--- config.mk ---
export PLATFORM = sky130hd
export DESIGN_NAME = alu_sequencer
export DESIGN_NICKNAME = d
export VERILOG_FILES = /design/src/rtl/alu_sequencer.sv
export SDC_FILE = /design/constraint.sdc
export NUM_CORES = 1
export LEC_CHECK = 0
export CORE_UTILIZATION = 42
export DETAILED_ROUTE_END_ITERATION = 6
export PLACE_DENSITY = 0.83
export SYNTH_ARGS = -nofsm -noshare
export SYNTH_HDL_FRONTEND = slang
export SYNTH_SLANG_ARGS = --single-unit
--- constraint.sdc ---
create_clock -name CLK -period 1.85 [get_ports CLK]
set_input_delay 0.2775 -clock CLK [delete_from_list [all_inputs] [get_ports CLK]]
set_output_delay 0.2775 -clock CLK [all_outputs]
set_load 0.005 [all_outputs]
--- src/rtl/alu_sequencer.sv ---
// -----------------------------------------------------------------------------
// alu_sequencer
//
// Multi-cycle control sequencer for the 8-bit ALU. It fetches 9-bit
// instructions, decodes them into the ALU OP/FUNC fields, and owns the
// architectural FLAG and OVERFLOW registers, which it feeds back to the ALU.
// It also updates the PC, including taken branches that the ALU reports, and
// strobes the register file and data memory.
//
// Optional feature: define SEQ_CYCLE_COUNT_EN to build the busy-cycle counter.
// When it is undefined, CYCLE_COUNT is tied to zero.
//
// Instruction format (9 bits):
//   [8:6] op    : ALU opcode
//   [5:3] rs    : destination register / branch LUT index
//   [2:0] func  : ALU function field
//
// Opcode encodings (shared with the ALU definitions):
//   0 add, 1 sub, 2 sei, 3 ceq, 4 clt, 5 lw, 6 sw, 7 O-type
//   O-type func[2]=0 : shift   (writes a register, updates OVERFLOW)
//   O-type func[2]=1 : branch  (ALU_BRANCH_EN selects the LUT target)
//
// Ports:
//   CLK, RESET           clock; asynchronous active-high reset
//   START                begins execution at PC=0 from IDLE or HALT
//   INSTR_ADDR/DATA      instruction memory address (=PC) and read data
//   ALU_OP/ALU_FUNC      decoded fields to the ALU
//   ALU_FLAG_IN          current FLAG register
//   ALU_OVERFLOW_IN      current OVERFLOW register
//   ALU_FLAG_OUT         ALU flag result
//   ALU_OVERFLOW_OUT     ALU carry/shift-out result
//   ALU_BRANCH_EN        ALU branch-taken indication
//   BR_LUT_IDX/DATA      branch target LUT index and absolute target
//   REG_WR_EN/ADDR       register file write strobe and destination
//   MEM_RD_EN/WR_EN      data memory strobes (lw / sw)
//   BUSY, DONE           running / halted status
//   CYCLE_COUNT          busy-cycle counter
//
// Strobe handshake: REG_WR_EN, MEM_RD_EN and MEM_WR_EN are single-cycle
// pulses with no back-pressure. A strobe is asserted for exactly one cycle,
// in EXEC or MEM, and the receiving block must accept it in that cycle.
// -----------------------------------------------------------------------------
module alu_sequencer #(
    parameter int         PC_W       = 8,
    parameter logic [8:0] HALT_INSTR = 9'h1FF
) (
    input  logic            CLK,
    input  logic            RESET,
    input  logic            START,
    output logic [PC_W-1:0] INSTR_ADDR,
    input  logic [8:0]      INSTR_DATA,
    output logic [2:0]      ALU_OP,
    output logic [2:0]      ALU_FUNC,
    output logic            ALU_FLAG_IN,
    output logic            ALU_OVERFLOW_IN,
    input  logic            ALU_FLAG_OUT,
    input  logic            ALU_OVERFLOW_OUT,
    input  logic            ALU_BRANCH_EN,
    output logic [2:0]      BR_LUT_IDX,
    input  logic [PC_W-1:0] BR_LUT_DATA,
    output logic            REG_WR_EN,
    output logic [2:0]      REG_WR_ADDR,
    output logic            MEM_RD_EN,
    output logic            MEM_WR_EN,
    output logic            BUSY,
    output logic            DONE,
    output logic [15:0]     CYCLE_COUNT
);

    // Opcode encodings.
    localparam logic [2:0] op_add   = 3'd0;
    localparam logic [2:0] op_sub   = 3'd1;
    localparam logic [2:0] op_sei   = 3'd2;
    localparam logic [2:0] op_ceq   = 3'd3;
    localparam logic [2:0] op_clt   = 3'd4;
    localparam logic [2:0] op_lw    = 3'd5;
    localparam logic [2:0] op_sw    = 3'd6;
    localparam logic [2:0] op_otype = 3'd7;

    localparam logic [PC_W-1:0] pc_one = {{(PC_W-1){1'b0}}, 1'b1};

    typedef enum logic [2:0] {
        st_idle  = 3'd0,
        st_fetch = 3'd1,
        st_exec  = 3'd2,
        st_mem   = 3'd3,
        st_halt  = 3'd4
    } state_t;

    // The state register is named plainly so checkers can bind to it.
    state_t          state;
    logic [PC_W-1:0] pc;
    logic [8:0]      ir;
    logic            flag_q;
    logic            ovf_q;
    logic            reg_wr_q;
    logic            mem_rd_q;
    logic            mem_wr_q;
    logic            busy_q;
    logic            done_q;

    // Fields of the instruction being fetched; used to pre-compute the
    // strobes that are registered for the following EXEC cycle.
    logic [2:0] f_op;
    logic [2:0] f_func;
    logic [2:0] x_op;
    logic [2:0] x_func;
    logic       start_accept;

    assign f_op   = INSTR_DATA[8:6];
    assign f_func = INSTR_DATA[2:0];
    assign x_op   = ir[8:6];
    assign x_func = ir[2:0];

    assign start_accept = START && ((state == st_idle) || (state == st_halt));

    // Instructions that write the register file from EXEC.
    function automatic logic writes_reg(input logic [2:0] op, input logic [2:0] func);
        return (op == op_add) || (op == op_sub) || (op == op_sei) ||
               ((op == op_otype) && !func[2]);
    endfunction

    // O-type branch functions.
    function automatic logic is_branch(input logic [2:0] op, input logic [2:0] func);
        return (op == op_otype) && func[2];
    endfunction

    always_ff @(posedge CLK or posedge RESET) begin
        if (RESET) begin
            state    <= st_idle;
            pc       <= '0;
            ir       <= '0;
            flag_q   <= 1'b0;
            ovf_q    <= 1'b0;
            reg_wr_q <= 1'b0;
            mem_rd_q <= 1'b0;
            mem_wr_q <= 1'b0;
            busy_q   <= 1'b0;
            done_q   <= 1'b0;
        end else begin
            // Strobes are pulses: they drop unless re-armed below.
            reg_wr_q <= 1'b0;
            mem_rd_q <= 1'b0;
            mem_wr_q <= 1'b0;

            case (state)
                st_idle: begin
                    if (START) begin
                        state  <= st_fetch;
                        pc     <= '0;
                        busy_q <= 1'b1;
                    end
                end

                st_fetch: begin
                    ir <= INSTR_DATA;
                    if (INSTR_DATA == HALT_INSTR) begin
                        // PC keeps pointing at the halt instruction.
                        state  <= st_halt;
                        busy_q <= 1'b0;
                        done_q <= 1'b1;
                    end else begin
                        state    <= st_exec;
                        reg_wr_q <= writes_reg(f_op, f_func);
                        mem_rd_q <= (f_op == op_lw);
                        mem_wr_q <= (f_op == op_sw);
                    end
                end

                st_exec: begin
                    // Status registers capture the combinational ALU result.
                    if ((x_op == op_ceq) || (x_op == op_clt)) begin
                        flag_q <= ALU_FLAG_OUT;
                    end
                    if (writes_reg(x_op, x_func)) begin
                        ovf_q <= ALU_OVERFLOW_OUT;
                    end

                    if (x_op == op_lw) begin
                        // Load data returns next cycle; PC advances in MEM.
                        state    <= st_mem;
                        reg_wr_q <= 1'b1;
                    end else begin
                        state <= st_fetch;
                        if (is_branch(x_op, x_func) && ALU_BRANCH_EN) begin
                            pc <= BR_LUT_DATA;
                        end else begin
                            pc <= pc + pc_one;
                        end
                    end
                end

                st_mem: begin
                    pc    <= pc + pc_one;
                    state <= st_fetch;
                end

                st_halt: begin
                    if (START) begin
                        state  <= st_fetch;
                        pc     <= '0;
                        flag_q <= 1'b0;
                        ovf_q  <= 1'b0;
                        busy_q <= 1'b1;
                        done_q <= 1'b0;
                    end
                end

                default: begin
                    state <= st_idle;
                end
            endcase
        end
    end

    assign INSTR_ADDR      = pc;
    assign ALU_OP          = x_op;
    assign ALU_FUNC        = x_func;
    assign BR_LUT_IDX      = ir[5:3];
    assign REG_WR_ADDR     = ir[5:3];
    assign ALU_FLAG_IN     = flag_q;
    assign ALU_OVERFLOW_IN = ovf_q;
    assign REG_WR_EN       = reg_wr_q;
    assign MEM_RD_EN       = mem_rd_q;
    assign MEM_WR_EN       = mem_wr_q;
    assign BUSY            = busy_q;
    assign DONE            = done_q;

`ifdef SEQ_CYCLE_COUNT_EN
    // Counts every cycle spent busy, saturating; holds while halted.
    logic [15:0] cycle_cnt;

    always_ff @(posedge CLK or posedge RESET) begin
        if (RESET) begin
            cycle_cnt <= '0;
        end else if (start_accept) begin
            cycle_cnt <= '0;
        end else if (busy_q && (cycle_cnt != 16'hFFFF)) begin
            cycle_cnt <= cycle_cnt + 16'd1;
        end
    end

    assign CYCLE_COUNT = cycle_cnt;
`else
    logic unused_start_accept;
    assign unused_start_accept = start_accept;
    assign CYCLE_COUNT         = 16'd0;
`endif

endmodule
### Word level (Yosys, flattened, before mapping)

Cells that the tools add are included.

* bits in registers: 27
* latch bits: 0
* memory bits (writable): 0
* ROM bits: 0
* output and inout port bits: 43
* logic and storage cells: 84
* memories kept: 0

* add/subtract/negate cells: 1
* $mul: 0
* divide/modulo/power cells: 0
* $lt $le $gt $ge: 0
* eq/ne operators: 22
* shifts and indexed selects: 0
* mux-type cells: 25
* bitwise logic cells: 0
* reduce and logical (&&, ||, !) cells: 26

Operator list (number)
* two-way mux 8 bit: 3
* one-hot mux 8 bit (3 select lines): 1
* equality test 3 bit (second input constant): 7
* equality test 3 x 2 -> 1 bit (second input constant): 5
* AND reduction 3 bit: 5
* two-way mux 1 bit: 12
* one-hot mux 3 bit (4 select lines): 1
* != test 2 bit (second input constant): 5
* one-hot mux 1 bit (2 select lines): 5
* equality test 3 x 1 -> 1 bit (second input constant): 3
* equality test 9 bit (second input constant): 1
* logical NOT 3 bit: 3
* adder 8 x 1 -> 8 bit (second input constant): 1
* logical OR 1 bit: 7
* two-way mux 3 bit: 2
* nonzero test 2 bit: 3
* logical AND 1 bit: 4
* nonzero test 3 bit: 1
* logical NOT 1 bit: 2
* two-way mux 2 bit: 1
* != test 2 x 1 -> 1 bit (second input constant): 1
* OR reduction 2 bit: 1

### Logic depth before layout (Yosys ltp)

Gate-level depths: netlist of the first run.

* depth after elaboration: 6
* mapped depth: 6
* depth with buffers taken out: 5

### Least setup slack after synthesis of the first run

No wires, ideal clock.

* path kind: reg2reg
* start: register ir[8]
* end: register pc[5], in the netlist INSTR_ADDR[5]
* library setup time: 131 ps
* data arrival time: 1444 ps
* path slack: 275 ps
* stages on the path, launching flop included: 7
* buffers on the path: 1
* period minus slack after synthesis: 1575 ps
* cells stage by stage: dfrtp_1 -> nand4_1 -> or2_1 -> clkbuf_4 -> o311ai_1 -> o21bai_1 -> o2bb2ai_1

* longest elaborated chain between the ends: 6

Ends and longest elaborated chain
* start, declared: line 93 `logic [8:0] ir;`
* start signal, assigned: line 132 `ir <= '0;`
* start signal, assigned: line 156 `ir <= INSTR_DATA;`
* equality test 3 bit: line 125 `return (op == op_otype) && func[2];`
* logical AND 1 bit: line 125
* logical AND 1 bit: line 185 `if (is_branch(x_op, x_func) && ALU_BRANCH_EN) begin`
* two-way mux 8 bit: line 185
* two-way mux 8 bit: line 179 `if (x_op == op_lw) begin`
* one-hot mux 8 bit (3 select lines): line 146 `case (state)`
* end signal, assigned: line 188 `pc <= pc + pc_one;`
* end signal, assigned: line 194 `pc <= pc + pc_one;`
* end, declared: line 92 `logic [PC_W-1:0] pc;`

Several ways; a longest one is shown, not always the timed one. The select of a mux whose other input is x is not followed.
A chain may end at the register's enable or synchronous reset.

### Worst setup path in the final report of the first run

* start: register state[2]
* end: register pc[3], in the netlist INSTR_ADDR[3]

* longest elaborated chain between the ends: 4

Ends and longest elaborated chain
* start, declared: line 91 `state_t state;`
* start signal, assigned: line 130 `state <= st_idle;`
* start signal, assigned: line 149 `state <= st_fetch;`
* start signal, assigned: line 159 `state <= st_halt;`
* equality test 3 bit or logical NOT 3 bit (tied branches): line 146
* OR reduction 2 bit (no source line)
* != test 2 x 1 -> 1 bit (no source line) or nonzero test 3 bit (tied branches)
* AND reduction 3 bit (no source line)

Several ways; a longest one is shown, not always the timed one.

==> results.sh, run 1 <==
export IMPL_max_freq_mhz=591
export IMPL_cap_violations=0
export IMPL_report_final_slew_viol_count=0
export IMPL_ctsResizeCount=0
export IMPL_r2r_cells=5
export IMPL_ctsRootBufferMaster="clkbuf_8"
export IMPL_cts_buffer_depth=2
export IMPL_clk_pin_slew_ns=0.10
export IMPL_crit_path_end_kind="register"
export IMPL_hold_violations=0
export IMPL_synthCells=161
export IMPL_synth_commonest_cells="dfrtp_1, buf_4, nand2_1"
export IMPL_grt_pass1_wl_microns=5470
export IMPL_finalSetupTns_ns=0
export IMPL_holdBufCountCts=0
export IMPL_place_hpwl_microns=2490
export IMPL_pwr_density_cell_nw_per_um2=1290
export IMPL_crit_type="register to register"
export IMPL_cp_required_ns=1.99
export IMPL_fp_dieArea_sq_um=3970
export IMPL_insertion_delay_ns=0.27
export IMPL_final_nets=239
export IMPL_ys_warnings_count=0
export IMPL_num_vias=1305
export IMPL_syn_to_final_growth_pct=34.3
export IMPL_ioPinCount=66
export IMPL_fin_worst_skew_ns=0.00811
export IMPL_top_register="ir"
export IMPL_post_cts_buffers=0
export IMPL_total_power_mw=2.71
export IMPL_die_h_microns=63.0
export IMPL_yosysSeqAreaShare=0.432
export IMPL_p_leak_nw=0.906
export IMPL_core_area_sq_um=3440
export IMPL_outcome="finished clean"
export IMPL_regArea_sq_um=676
export IMPL_vdd_drop_max_uv=725
export IMPL_drt_initial_drc_count=86
export IMPL_routed_wl_microns=3220
export IMPL_finalCriticalPeriod_ns=1.69
export IMPL_synth_async_reset_ratio=1.00
export IMPL_multi_input_area_sq_um=733
export IMPL_period_share=0.914
export IMPL_gp_congestion=0.750
export IMPL_setup_viol=0
export IMPL_cp_start_kind="register"
export IMPL_port_buffers=49
export IMPL_cts_tree="built"
export IMPL_synth_most_common_cell="dfrtp_1"
export IMPL_synth_area_top_cells="dfrtp_1, buf_4, mux2_2, o21ai_0, nand2_1"
export IMPL_largest_reg_flops=9
export IMPL_synth_area_sq_um=1560
export IMPL_grt_overflow_total=0
export IMPL_synth_top_area_frac=0.432
export IMPL_drive_gt1_frac=0.131
export IMPL_synth_flop_cell="dfrtp_1"
export IMPL_route_detailed_drc=0
export IMPL_wire_per_inst_microns=12.4
export IMPL_crit_path_max_fanout=6
export IMPL_cts_max_level=1
export IMPL_worstPathArrival_ns=1.83
export IMPL_synth_distinct_cells=46
export IMPL_initial_core_util=0.454
export IMPL_rows=21
export IMPL_diodes=0
export IMPL_die_w_microns=63.0
export IMPL_rsz0062_at_grt="false"
export IMPL_cts_sinks=27
export IMPL_dr_pass1_iters=4
export IMPL_cts_buffers_inserted=3
export IMPL_synth_seq_cells=27
export IMPL_grt_pass1_vias=1243
export IMPL_synth_top_area_cell="dfrtp_1"
export IMPL_fillers=309
export IMPL_avgSynthCellArea_sq_um=9.71
export IMPL_grt_max_degree=28
export IMPL_hold_class="primary input to asynchronous set/reset pin"
export IMPL_synth_edf_count=0
export IMPL_grt_usage=0.174
export IMPL_antenna_found_initial=0
export IMPL_viasPerCell=5.02
export IMPL_drtAntennaViolNets=0
-- routing by layer --
layer	part of all wire	track usage
met5	0	0
met4	0.015	0.0669
met3	0.062	0.0420
met2	0.48	0.273
met1	0.44	0.230
-- layout make-up --
cell class / count / share of cell area
well taps: 46 / 0.0274
clock buffers: 3 / 0.0197
inverters: 10 / 0.0179
clock inverters: 1 / 0.00238
multi-input cells: 116 / 0.349
flip-flops and latches: 27 / 0.322
repair buffers: 57 / 0.262
-- stage by stage --
stage	hold WS (ns)	area, sq um	setup slack [ns]	util	instances
after global placement	0.488	2050	-0.0265	0.597	256
final	0.352	2100	0.159	0.610	260
after floorplan	0.330	1620	0.275	-	176
after detailed placement	0.490	2050	-0.0710	0.597	256
after global routing	0.418	2100	0.0516	0.610	260
after CTS	0.367	2100	0.181	0.610	260
-- logic make-up (layout without fill, tap and decap cells) --
family          count (synthesis)  after routing  synth area share
flops                          27             27             0.432
other cells                     1             16           0.00240
fa+ha+maj                       1              1           0.00800
buf+inv                        33             71             0.135
mux                             9              9            0.0632
xor+xnor                        1              1           0.00560
simple gates                   49             49             0.186
compound gates                 40             40             0.167
-- cells in the final DEF (no fill, tap or decap), types with 3 or more instances in the layout --
master	synthesis	final
clkdlybuf4s50_1	0	49
dfrtp_1	27	27
conb_1	1	16
nand2_1	13	13
inv_1	10	10
o21ai_0	10	10
nand3_1	8	8
buf_4	20	8
mux2_2	7	7
a21oi_1	7	7
nor3_1	4	4
a32oi_1	4	4
nor2_1	3	3
and3_1	3	3
o21ai_1	3	3
nor3b_1	3	3
clkbuf_8	0	3
-- report_power, final --
group	internal [mW]	total, mW	leakage (nW)	switching, mW
logic	0.789	1.39	0.544	0.598
registers	0.792	0.994	0.337	0.202
clock network	0.151	0.331	0.0255	0.180
-- path summary, 6_finish.rpt --
path | end | startpoint | slack [ns]
max | INSTR_ADDR[3]$_DFFE_PP0P_ | state[2]$_DFFE_PP0P_ | 0.16
max in group asynchronous | INSTR_ADDR[6]$_DFFE_PP0P_ | RESET | 1.24
min reg2reg | BUSY$_DFFE_PP0P_ | BUSY$_DFFE_PP0P_ | 0.51
max reg2reg | INSTR_ADDR[3]$_DFFE_PP0P_ | state[2]$_DFFE_PP0P_ | 0.16
min | ir[0]$_DFFE_PP0P_ | RESET | 0.35
min in group CLK | BUSY$_DFFE_PP0P_ | BUSY$_DFFE_PP0P_ | 0.51
-- worst max-delay path, cell delays in order (launching register included) --
cell and delay [ns]:
dfrtp_1 0.46, and3b_1 0.42, nor2_2 0.11, a21o_2 0.27, a32oi_1 0.20, o22ai_1 0.10
(Power assumes the default switching activity.)
==> inputs of run 2 (changes only) <==
Settings changed: CORE_MARGIN from default to 2, CTS_CLUSTER_SIZE from default to 20.
==> run 2 against run 1 <==
Compared with the run above: clock power is 6.9% higher; non-clock buffer count is 1 lower; worst setup slack hardly changed; sequential share of layout area hardly changed; hold slack hardly changed; cell count is 0.38% higher; register-to-register slack hardly changed; critical path depth stayed put; critical endpoint unchanged; largest cell class unchanged.
==> results.sh, run 2 (synthesized netlist as in run 1, its figures left out) <==
export IMPL_grt_max_degree=28
export IMPL_grt_pass1_vias=1140
export IMPL_ctsResizeCount=0
export IMPL_comb_power_share=0.509
export IMPL_holdBufCountCts=0
export IMPL_cp_required_ns=2.01
export IMPL_worstPathArrival_ns=1.85
export IMPL_path_cells="and3b_1 > nor2_2 > a21o_2 > a32oi_1 > o22ai_1"
export IMPL_critPathMaxStageDelay_ns=0.46
export IMPL_dpl_cell_area_sq_um=2050
export IMPL_dr_pass1_iters=4
export IMPL_finalSetupTns_ns=0
export IMPL_crit_path_max_fanout=6
export IMPL_core_area_sq_um=3630
export IMPL_grt_overflow_total=0
export IMPL_pwr_share_seq=0.362
export IMPL_grt_usage=0.160
export IMPL_vdd_drop_max_uv=720
export IMPL_drive_gt1_frac=0.127
export IMPL_ioPinCount=66
export IMPL_period_share=0.914
export IMPL_diodes=0
export IMPL_pre_cts_ws_ns=-0.0420
export IMPL_final_common_cell="clkdlybuf4s50_1"
export IMPL_total_power_mw=2.73
export IMPL_report_final_slew_viol_count=0
export IMPL_place_hpwl_microns=2430
export IMPL_max_freq_mhz=591
export IMPL_viasPerCell=4.96
export IMPL_clk_pin_slew_ns=0.10
export IMPL_die_w_microns=65.0
export IMPL_gp_congestion=0.833
export IMPL_outcome="finished clean"
export IMPL_final_cell_mix="clkdlybuf4s50_1, dfrtp_1, conb_1"
export IMPL_finalCriticalPeriod_ns=1.69
export IMPL_cp_start_kind="register"
export IMPL_routed_wl_microns=3250
export IMPL_switching_power_uw=996
export IMPL_clkPwrFrac=0.130
export IMPL_wire_per_inst_microns=12.4
export IMPL_syn_to_final_growth_pct=34.2
export IMPL_route_detailed_drc=0
export IMPL_grt_pass1_wl_microns=5220
export IMPL_insertion_delay_ns=0.28
export IMPL_port_buffers=49
export IMPL_antenna_found_initial=0
export IMPL_fin_util=0.578
export IMPL_post_cts_buffers=0
export IMPL_drt_initial_drc_count=80
export IMPL_cpMaxStageDelayCell="dfrtp_1"
export IMPL_final_area_sq_um=2100
export IMPL_cts_buffers_inserted=3
export IMPL_p_leak_nw=0.901
export IMPL_p_int_mw=1.74
export IMPL_die_h_microns=65.0
export IMPL_hold_class="primary input to asynchronous set/reset pin"
export IMPL_pwr_density_cell_nw_per_um2=1300
export IMPL_fin_worst_skew_ns=0.00681
export IMPL_cap_violations=0
export IMPL_crit_path_end_kind="register"
export IMPL_fillers=336
export IMPL_cts_tree="built"
export IMPL_crit_type="register to register"
export IMPL_cts_sinks=27
export IMPL_ctsRootBufferMaster="clkbuf_8"
export IMPL_rsz0062_at_grt="false"
export IMPL_top_register="ir"
export IMPL_setup_viol=0
export IMPL_setup_ws_ns=0.159
export IMPL_hold_violations=0
export IMPL_drtAntennaViolNets=0
export IMPL_cts_buffer_depth=2
export IMPL_fp_dieArea_sq_um=4230
export IMPL_layout_cells_non_filler=261
export IMPL_cts_max_level=1
export IMPL_hold_slack_ns=0.352
export IMPL_largest_reg_flops=9
export IMPL_num_vias=1294
export IMPL_placed_cells=257
export IMPL_switching_share=0.364
export IMPL_initial_core_util=0.430
export IMPL_final_nets=238
export IMPL_rows=22
[run 2: changes by cell type in the layout (fill, tap and decap cells not counted), sizes merged]
cell,previous run,this run
buf,8,7
clkinv,1,0
inv,10,11
[run 2: area by class of cell]
type,count,area (sq um),share of cell area
multi-input cells,116,733,0.349
well taps,48,60.1,0.0286
repair buffers,56,543,0.259
clock buffers,3,41.3,0.0197
inverters,10,37.5,0.0179
flip-flops and latches,27,676,0.322
clock inverters,1,8.76,0.00417
[run 2: power groups by stage]
stage / registers [mW] / clock network, mW / logic (mW)
2_1_floorplan: 0.985 / 0 / 0.841
3_3_place_gp: 0.994 / 0 / 1.37
3_5_place_dp: 1.00 / 0 / 1.39
4_1_cts: 0.992 / 0.365 / 1.40
5_1_grt: 1.03 / 0.399 / 1.53
6_report: 0.989 / 0.354 / 1.39
[run 2: critical path: cells and delay by family, from the launching register on]
| kind | cells | cell delay [ns] |
|---|---|---|
| flops | 1 | 0.46 |
| simple gates | 2 | 0.55 |
| compound gates | 3 | 0.55 |
[run 2: final timing paths]
kind,to,slack (ns),startpoint,depth (start not counted)
max,INSTR_ADDR[3]$_DFFE_PP0P_,0.16,state[2]$_DFFE_PP0P_,5
min,MEM_RD_EN$_DFF_PP0_,0.35,RESET,3
max reg2reg,INSTR_ADDR[3]$_DFFE_PP0P_,0.16,state[2]$_DFFE_PP0P_,5
min reg2reg,BUSY$_DFFE_PP0P_,0.51,BUSY$_DFFE_PP0P_,1
max in group asynchronous,ir[5]$_DFFE_PP0P_,1.24,RESET,3
min in group CLK,BUSY$_DFFE_PP0P_,0.51,BUSY$_DFFE_PP0P_,1
[run 2: metal layers]
metal  part of all wire  track usage  vias to the layer above  wire, microns
met5                  0            0                        -              0
met4             0.0046       0.0547                        0             15
met3              0.078       0.0382                        2            253
met2               0.45        0.251                       51           1480
met1               0.46        0.216                      597           1500
li1                   -            -                      644              -
